File: src/rtl/bconv_output_collector.sv
// Binarises the PE array's partial-sum stream against a threshold, packs the bits
// LSB-first per output row and queues the words in a small FIFO. Option: BCONV_COLLECTOR_RAW_TAP_EN.
module bconv_output_collector #(
    parameter int PSUM_WIDTH = 5,
    parameter int WORD_WIDTH = 8,
    parameter int OUT_COLS   = 26,
    parameter int FIFO_DEPTH = 4
) (
    input  logic                          clk,
    input  logic                          rst,
    input  logic                          clear,
    input  logic                          thresh_load,
    input  logic [PSUM_WIDTH-1:0]         thresh_in,
    input  logic [PSUM_WIDTH-1:0]         psum_in,
    input  logic                          psum_valid,
    output logic [WORD_WIDTH-1:0]         out_data,
    output logic                          out_last,
    output logic                          out_valid,
    input  logic                          out_ready,
    output logic [$clog2(FIFO_DEPTH):0]   fifo_count,
`ifdef BCONV_COLLECTOR_RAW_TAP_EN
    output logic [PSUM_WIDTH-1:0]         raw_psum_out,
    output logic                          raw_psum_valid,
`endif
    output logic                          overflow
);
    localparam int BW   = (WORD_WIDTH > 1) ? $clog2(WORD_WIDTH) : 1;
    localparam int CW   = (OUT_COLS > 1) ? $clog2(OUT_COLS) : 1;
    localparam int AW   = $clog2(FIFO_DEPTH);
    localparam int CNTW = AW + 1;
    localparam logic [BW-1:0]   BIT_LAST = BW'(WORD_WIDTH - 1);
    localparam logic [CW-1:0]   COL_LAST = CW'(OUT_COLS - 1);
    localparam logic [CNTW-1:0] CNT_FULL = CNTW'(FIFO_DEPTH);

    logic [PSUM_WIDTH-1:0] threshold_q, threshold_d;
    logic [BW-1:0]         bit_idx_q, bit_idx_d;
    logic [CW-1:0]         col_q, col_d;
    logic [WORD_WIDTH-1:0] pack_q, pack_d;
    logic [AW-1:0]         wr_ptr_q, wr_ptr_d, rd_ptr_q, rd_ptr_d;
    logic [CNTW-1:0]       count_q, count_d;
    logic                  overflow_q, overflow_d;
    logic [PSUM_WIDTH-1:0] raw_psum_q, raw_psum_d;
    logic                  raw_valid_q, raw_valid_d;
    logic [WORD_WIDTH:0]   mem_q [FIFO_DEPTH];

    logic                  bit_s, last_col_s, word_done_s, pop_s, push_s;
    logic [WORD_WIDTH-1:0] word_s;

    // Binarise, pack, FIFO pointer and counter next-state.
    always_comb begin
        threshold_d = threshold_q;
        bit_idx_d   = bit_idx_q;
        col_d       = col_q;
        pack_d      = pack_q;
        wr_ptr_d    = wr_ptr_q;
        rd_ptr_d    = rd_ptr_q;
        count_d     = count_q;
        overflow_d  = overflow_q;
        raw_psum_d  = raw_psum_q;
        raw_valid_d = 1'b0;
        push_s      = 1'b0;

        bit_s       = ($signed(psum_in) >= $signed(threshold_q));
        last_col_s  = (col_q == COL_LAST);
        word_s      = pack_q;
        word_s[bit_idx_q] = bit_s;
        word_done_s = psum_valid && !clear && ((bit_idx_q == BIT_LAST) || last_col_s);
        pop_s       = (count_q != {CNTW{1'b0}}) && out_ready && !clear;

        if (thresh_load) begin
            threshold_d = thresh_in;
        end else begin
            threshold_d = threshold_q;
        end

        if (clear) begin
            bit_idx_d = {BW{1'b0}};
            col_d     = {CW{1'b0}};
            pack_d    = {WORD_WIDTH{1'b0}};
            wr_ptr_d  = {AW{1'b0}};
            rd_ptr_d  = {AW{1'b0}};
            count_d   = {CNTW{1'b0}};
        end else begin
            if (psum_valid) begin
                raw_psum_d  = psum_in;
                raw_valid_d = 1'b1;
                col_d       = last_col_s ? {CW{1'b0}} : col_q + {{(CW-1){1'b0}}, 1'b1};
                if (word_done_s) begin
                    bit_idx_d = {BW{1'b0}};
                    pack_d    = {WORD_WIDTH{1'b0}};
                    // A full FIFO still takes the word if the head leaves this cycle.
                    if ((count_q != CNT_FULL) || pop_s) begin
                        push_s = 1'b1;
                    end else begin
                        overflow_d = 1'b1;
                    end
                end else begin
                    bit_idx_d = bit_idx_q + {{(BW-1){1'b0}}, 1'b1};
                    pack_d    = word_s;
                end
            end else begin
                raw_valid_d = 1'b0;
            end

            if (push_s) begin
                wr_ptr_d = wr_ptr_q + {{(AW-1){1'b0}}, 1'b1};
            end else begin
                wr_ptr_d = wr_ptr_q;
            end
            if (pop_s) begin
                rd_ptr_d = rd_ptr_q + {{(AW-1){1'b0}}, 1'b1};
            end else begin
                rd_ptr_d = rd_ptr_q;
            end
            case ({push_s, pop_s})
                2'b10:   count_d = count_q + {{(CNTW-1){1'b0}}, 1'b1};
                2'b01:   count_d = count_q - {{(CNTW-1){1'b0}}, 1'b1};
                default: count_d = count_q;
            endcase
        end
    end

    // State register.
    always_ff @(posedge clk) begin
        if (rst) begin
            threshold_q <= {PSUM_WIDTH{1'b0}};
            bit_idx_q   <= {BW{1'b0}};
            col_q       <= {CW{1'b0}};
            pack_q      <= {WORD_WIDTH{1'b0}};
            wr_ptr_q    <= {AW{1'b0}};
            rd_ptr_q    <= {AW{1'b0}};
            count_q     <= {CNTW{1'b0}};
            overflow_q  <= 1'b0;
            raw_psum_q  <= {PSUM_WIDTH{1'b0}};
            raw_valid_q <= 1'b0;
        end else begin
            threshold_q <= threshold_d;
            bit_idx_q   <= bit_idx_d;
            col_q       <= col_d;
            pack_q      <= pack_d;
            wr_ptr_q    <= wr_ptr_d;
            rd_ptr_q    <= rd_ptr_d;
            count_q     <= count_d;
            overflow_q  <= overflow_d;
            raw_psum_q  <= raw_psum_d;
            raw_valid_q <= raw_valid_d;
        end
    end

    // FIFO storage; each entry is {last, word}.
    always_ff @(posedge clk) begin
        if (!rst && push_s) begin
            mem_q[wr_ptr_q] <= {last_col_s, word_s};
        end
    end

    assign out_valid  = (count_q != {CNTW{1'b0}});
    assign out_data   = out_valid ? mem_q[rd_ptr_q][WORD_WIDTH-1:0] : {WORD_WIDTH{1'b0}};
    assign out_last   = out_valid ? mem_q[rd_ptr_q][WORD_WIDTH] : 1'b0;
    assign fifo_count = count_q;
    assign overflow   = overflow_q;
`ifdef BCONV_COLLECTOR_RAW_TAP_EN
    assign raw_psum_out   = raw_psum_q;
    assign raw_psum_valid = raw_valid_q;
`endif
endmodule

File: config.mk
export PLATFORM = sky130hd
export DESIGN_NAME = bconv_output_collector
export DESIGN_NICKNAME = d
export VERILOG_FILES = /design/src/rtl/bconv_output_collector.sv
export SDC_FILE = /design/constraint.sdc
export NUM_CORES = 1
export LEC_CHECK = 0
export BUFFER_PORTS_ARGS = -buffer_cell sky130_fd_sc_hd__buf_2
export CAP_MARGIN = 30
export CORE_ASPECT_RATIO = 1.2
export CORE_MARGIN = 5
export CORE_UTILIZATION = 60
export CTS_CLUSTER_DIAMETER = 80
export CTS_CLUSTER_SIZE = 30
export DETAILED_ROUTE_END_ITERATION = 16
export GPL_TIMING_DRIVEN = 0
export PLACE_DENSITY = 0.79
export SKIP_CTS_REPAIR_TIMING = 1
export SLEW_MARGIN = 15
export SYNTH_ARGS = -nofsm -noshare
export SYNTH_HDL_FRONTEND = slang
export SYNTH_SLANG_ARGS = --single-unit
export TNS_END_PERCENT = 30
File: constraint.sdc
create_clock -name clk -period 6.6 [get_ports clk]
set_input_delay 1.32 -clock clk [delete_from_list [all_inputs] [get_ports clk]]
set_output_delay 1.32 -clock clk [all_outputs]
set_load 0.03 [all_outputs]
==> results by group <==
CTS
  – Clock sinks: 67
  – Worst-path clk slew: 0.07 ns
  – Number of H-tree levels: 3
  – Clock buffer depth: 2
  – Num CTS Buffers: 9
  – Root buf cell: clkbuf_8
  – Worst-Skew Late Latency: 0.34 ns
  – CTS tree: yes

Power and ir drop
  – Power, Total: 819 uW
  – Clock power share: 0.413
  – Peak supply drop: 0.133 mV
  – Switch share: 0.219
  – Psw: 180 uW
  – Pint: 639 uW
  – Flop pwr share: 0.540
  – Logic pwr share: 0.047
  – Power Dens Cells: 235 nW/um^2
  – Static leakage: 0.00131 uW

STA
  – Min Tclk post-route: 3.14 ns
  – Clk_skew: 0.00863 ns
  – Setup violations, final: 0
  – Setup TNS: 0 ns
  – Fmax: 0.318 GHz
  – Least-Margin Pin Slew: 0.755 ns
  – Tcrit/Tclk final: 0.477
  – Final Hold Fails: 0
  – Final slew viol count: 0
  – Rel. slew slack: 0.493
  – RSZ-0062 raised after global routing: false

Finish
  – Layout Cells excl Fill: 367
  – Final #Nets: 333
  – Commonest non-fill, non-tap cell in the layout: edfxtp_1
  – Design Area, Final: 3480 um^2
  – N_diodes: 0
  – Commonest cells after routing, fill and taps aside: 36 x edfxtp_1, 31 x dfxtp_1, 30 x nor2_1, 28 x buf_2, 15 x inv_1
  – Fin util: 0.704
  – Area Overhead vs Synth: 13.2%
  – Share of layout cells above drive strength 1: 0.202

Synth
  – Post-Synthesis Cells: 265
  – Synth warn: 0
  – Unique masters post-synth: 41
  – FF+latch count, synth: 67
  – Synthesized area per cell: 11.6 um^2
  – Prevailing post-synth register cell: edfxtp_1
  – Synthesized area: 3070 um^2
  – Sequential area share after synthesis: 0.554
  – Post-synth EDFFs: 36
  – Post-synth net total: 296
  – Synth async-reset ratio: 0

Worst setup path
  – Buf/Inv on CP: 2
  – Startpoint Class: register
  – Crit path cell chain: buf_2, mux4_2, nor2b_1, buf_2
  – Setup Crit Path Kind: register to output port
  – CP Max Fanout: 9
  – CP top delay family: multiplexers
  – Most used cell, CP: buf_2
  – CP Capture Type: output port
  – CP peak stage delay: 0.55 ns
  – WP data arrival: 1.82 ns
  – Crit path required time: 5.28 ns
  – CP max stage cell: mux4_2

Global route
  – First-pass GRT wire length: 9420 um
  – Largest net degree at the start of global routing: 13
  – Grt ovf: 0
  – Vias in the first global route: 2,077
  – Initial antenna violation count: 0
  – GRT Util Overall: 0.192

Run
  – Max-Cap Viols: 0

Routing
  – WL final: 5400 um
  – Via count: 2,029
  – Pre-antenna DRT Iters: 4
  – DRT antenna net count: 0
  – DR vias/cell: 5.53
  – Residual DRC count: 0
  – Iter 0 DRT Violations: 85
  – Avg WL per Cell: 14.7 um

Placement
  – DP Area: 3280 um^2
  – Post-Place Cells: 351
  – GP Congestion: 0.839
  – Port Buf Inserts: 26
  – Hpwl dp: 4040 um

Floorplanning
  – Die area: 6660 um^2
  – Row count: 28
  – Core region area: 4940 um^2
  – Initial Util: 0.622
  – Die W: 75.3 um
  – Die H: 88.4 um
  – Top-level I/O count: 30

Min path
  – Hold crit path type: register to register

Status
  – Run status: completed
-- per-layer routing --
metal	share of wire	track usage	vias to the layer above
met1	0.42	0.219	959
met3	0.041	0.0511	7
met5	0	0	-
met4	0.018	0.0906	0
li1	-	-	1026
met2	0.52	0.331	37
-- final timing paths --
path             from  cells past startpoint             to  slack, ns
max          register                      4    out_data[0]       3.46
min          overflow                      2       overflow       0.46
max reg2reg  col_q[1]                     11  fifo_count[2]       3.87
min reg2reg  overflow                      2       overflow       0.46
-- logic make-up (layout without fill, tap and decap cells) --
family | Yosys count | after routing | synth area share
and+or+nand+nor | 92 | 92 | 0.160
DFF | 67 | 67 | 0.554
AOI/OAI and AO/OA | 38 | 38 | 0.0696
buffers and inverters | 29 | 71 | 0.0423
adders and majority gates | 15 | 15 | 0.0635
muxes | 15 | 15 | 0.0855
xor gates and xnor gates | 9 | 9 | 0.0256
-- power groups by stage --
stage	Clock (uW)	Combinational (uW)	Sequential (uW)
6_report	339	38.6	442
3_5_place_dp	0	38.6	451
2_1_floorplan	0	26.8	451
4_1_cts	345	38.7	442
3_3_place_gp	0	37.4	451
5_1_grt	370	44.1	442
-- final cells by class --
class                           count  area (um^2)
Clock inverter                      6         63.8
Inverter                           15         56.3
Tap cell                           60         75.1
Sequential cell                    67         1700
Timing Repair Buffer               26          130
Buffer                             14         73.8
Clock buffer                       10          138
Fill cell                         366         1460
Multi-Input combinational cell    169         1240
-- tightest hold or removal path, stage by stage (launching register included) --
cell	delay (ns)
dfxtp_1	0.32
inv_1	0.05
a21oi_1	0.05
-- cells in the mapped netlist (2+ instances only) --
master     number  area, um^2
edfxtp_1       36        1080
nor3b_1         2        15.0
nand3b_1        2        15.0
nand4_1         6        37.5
clkbuf_1        8        30.0
xor2_1          5        43.8
nand2b_1        5        31.3
inv_1          15        56.3
nand2_1        10        37.5
mux4_2          9         203
o21ai_0        12        60.1
nor2_1         30         113
mux2i_1         6        60.1
xnor2_1         4        35.0
o2111ai_1       2        17.5
a31oi_1         2        12.5
nor3_1          4        20.0
dfxtp_1        31         621
a21oi_1        14        70.1
nor2b_1        11        68.8
buf_2           2        10.0
ha_1           14         175
o22ai_1         5        31.3
and2_1          4        25.0
nand3_1        10        50.1
-- metrics by stage --
stage | worst slack [ns] | hold slack, ns
after global routing | 3.33 | 0.481
after global placement | 3.13 | 0.442
after floorplan | 3.35 | 0.452
final | 3.46 | 0.458
after detailed placement | 3.10 | 0.454
after CTS | 3.39 | 0.464
-- flip-flops by register name, summed over array words and instances (netlist names), named ones only --
name	cells
mem_q	36
bit_idx_q	3
wr_ptr_q	2
pack_q	8
threshold_q	5
overflow	1
rd_ptr_q	2
col_q	5
fifo_count	3
Power figures use the tool's default switching activity.
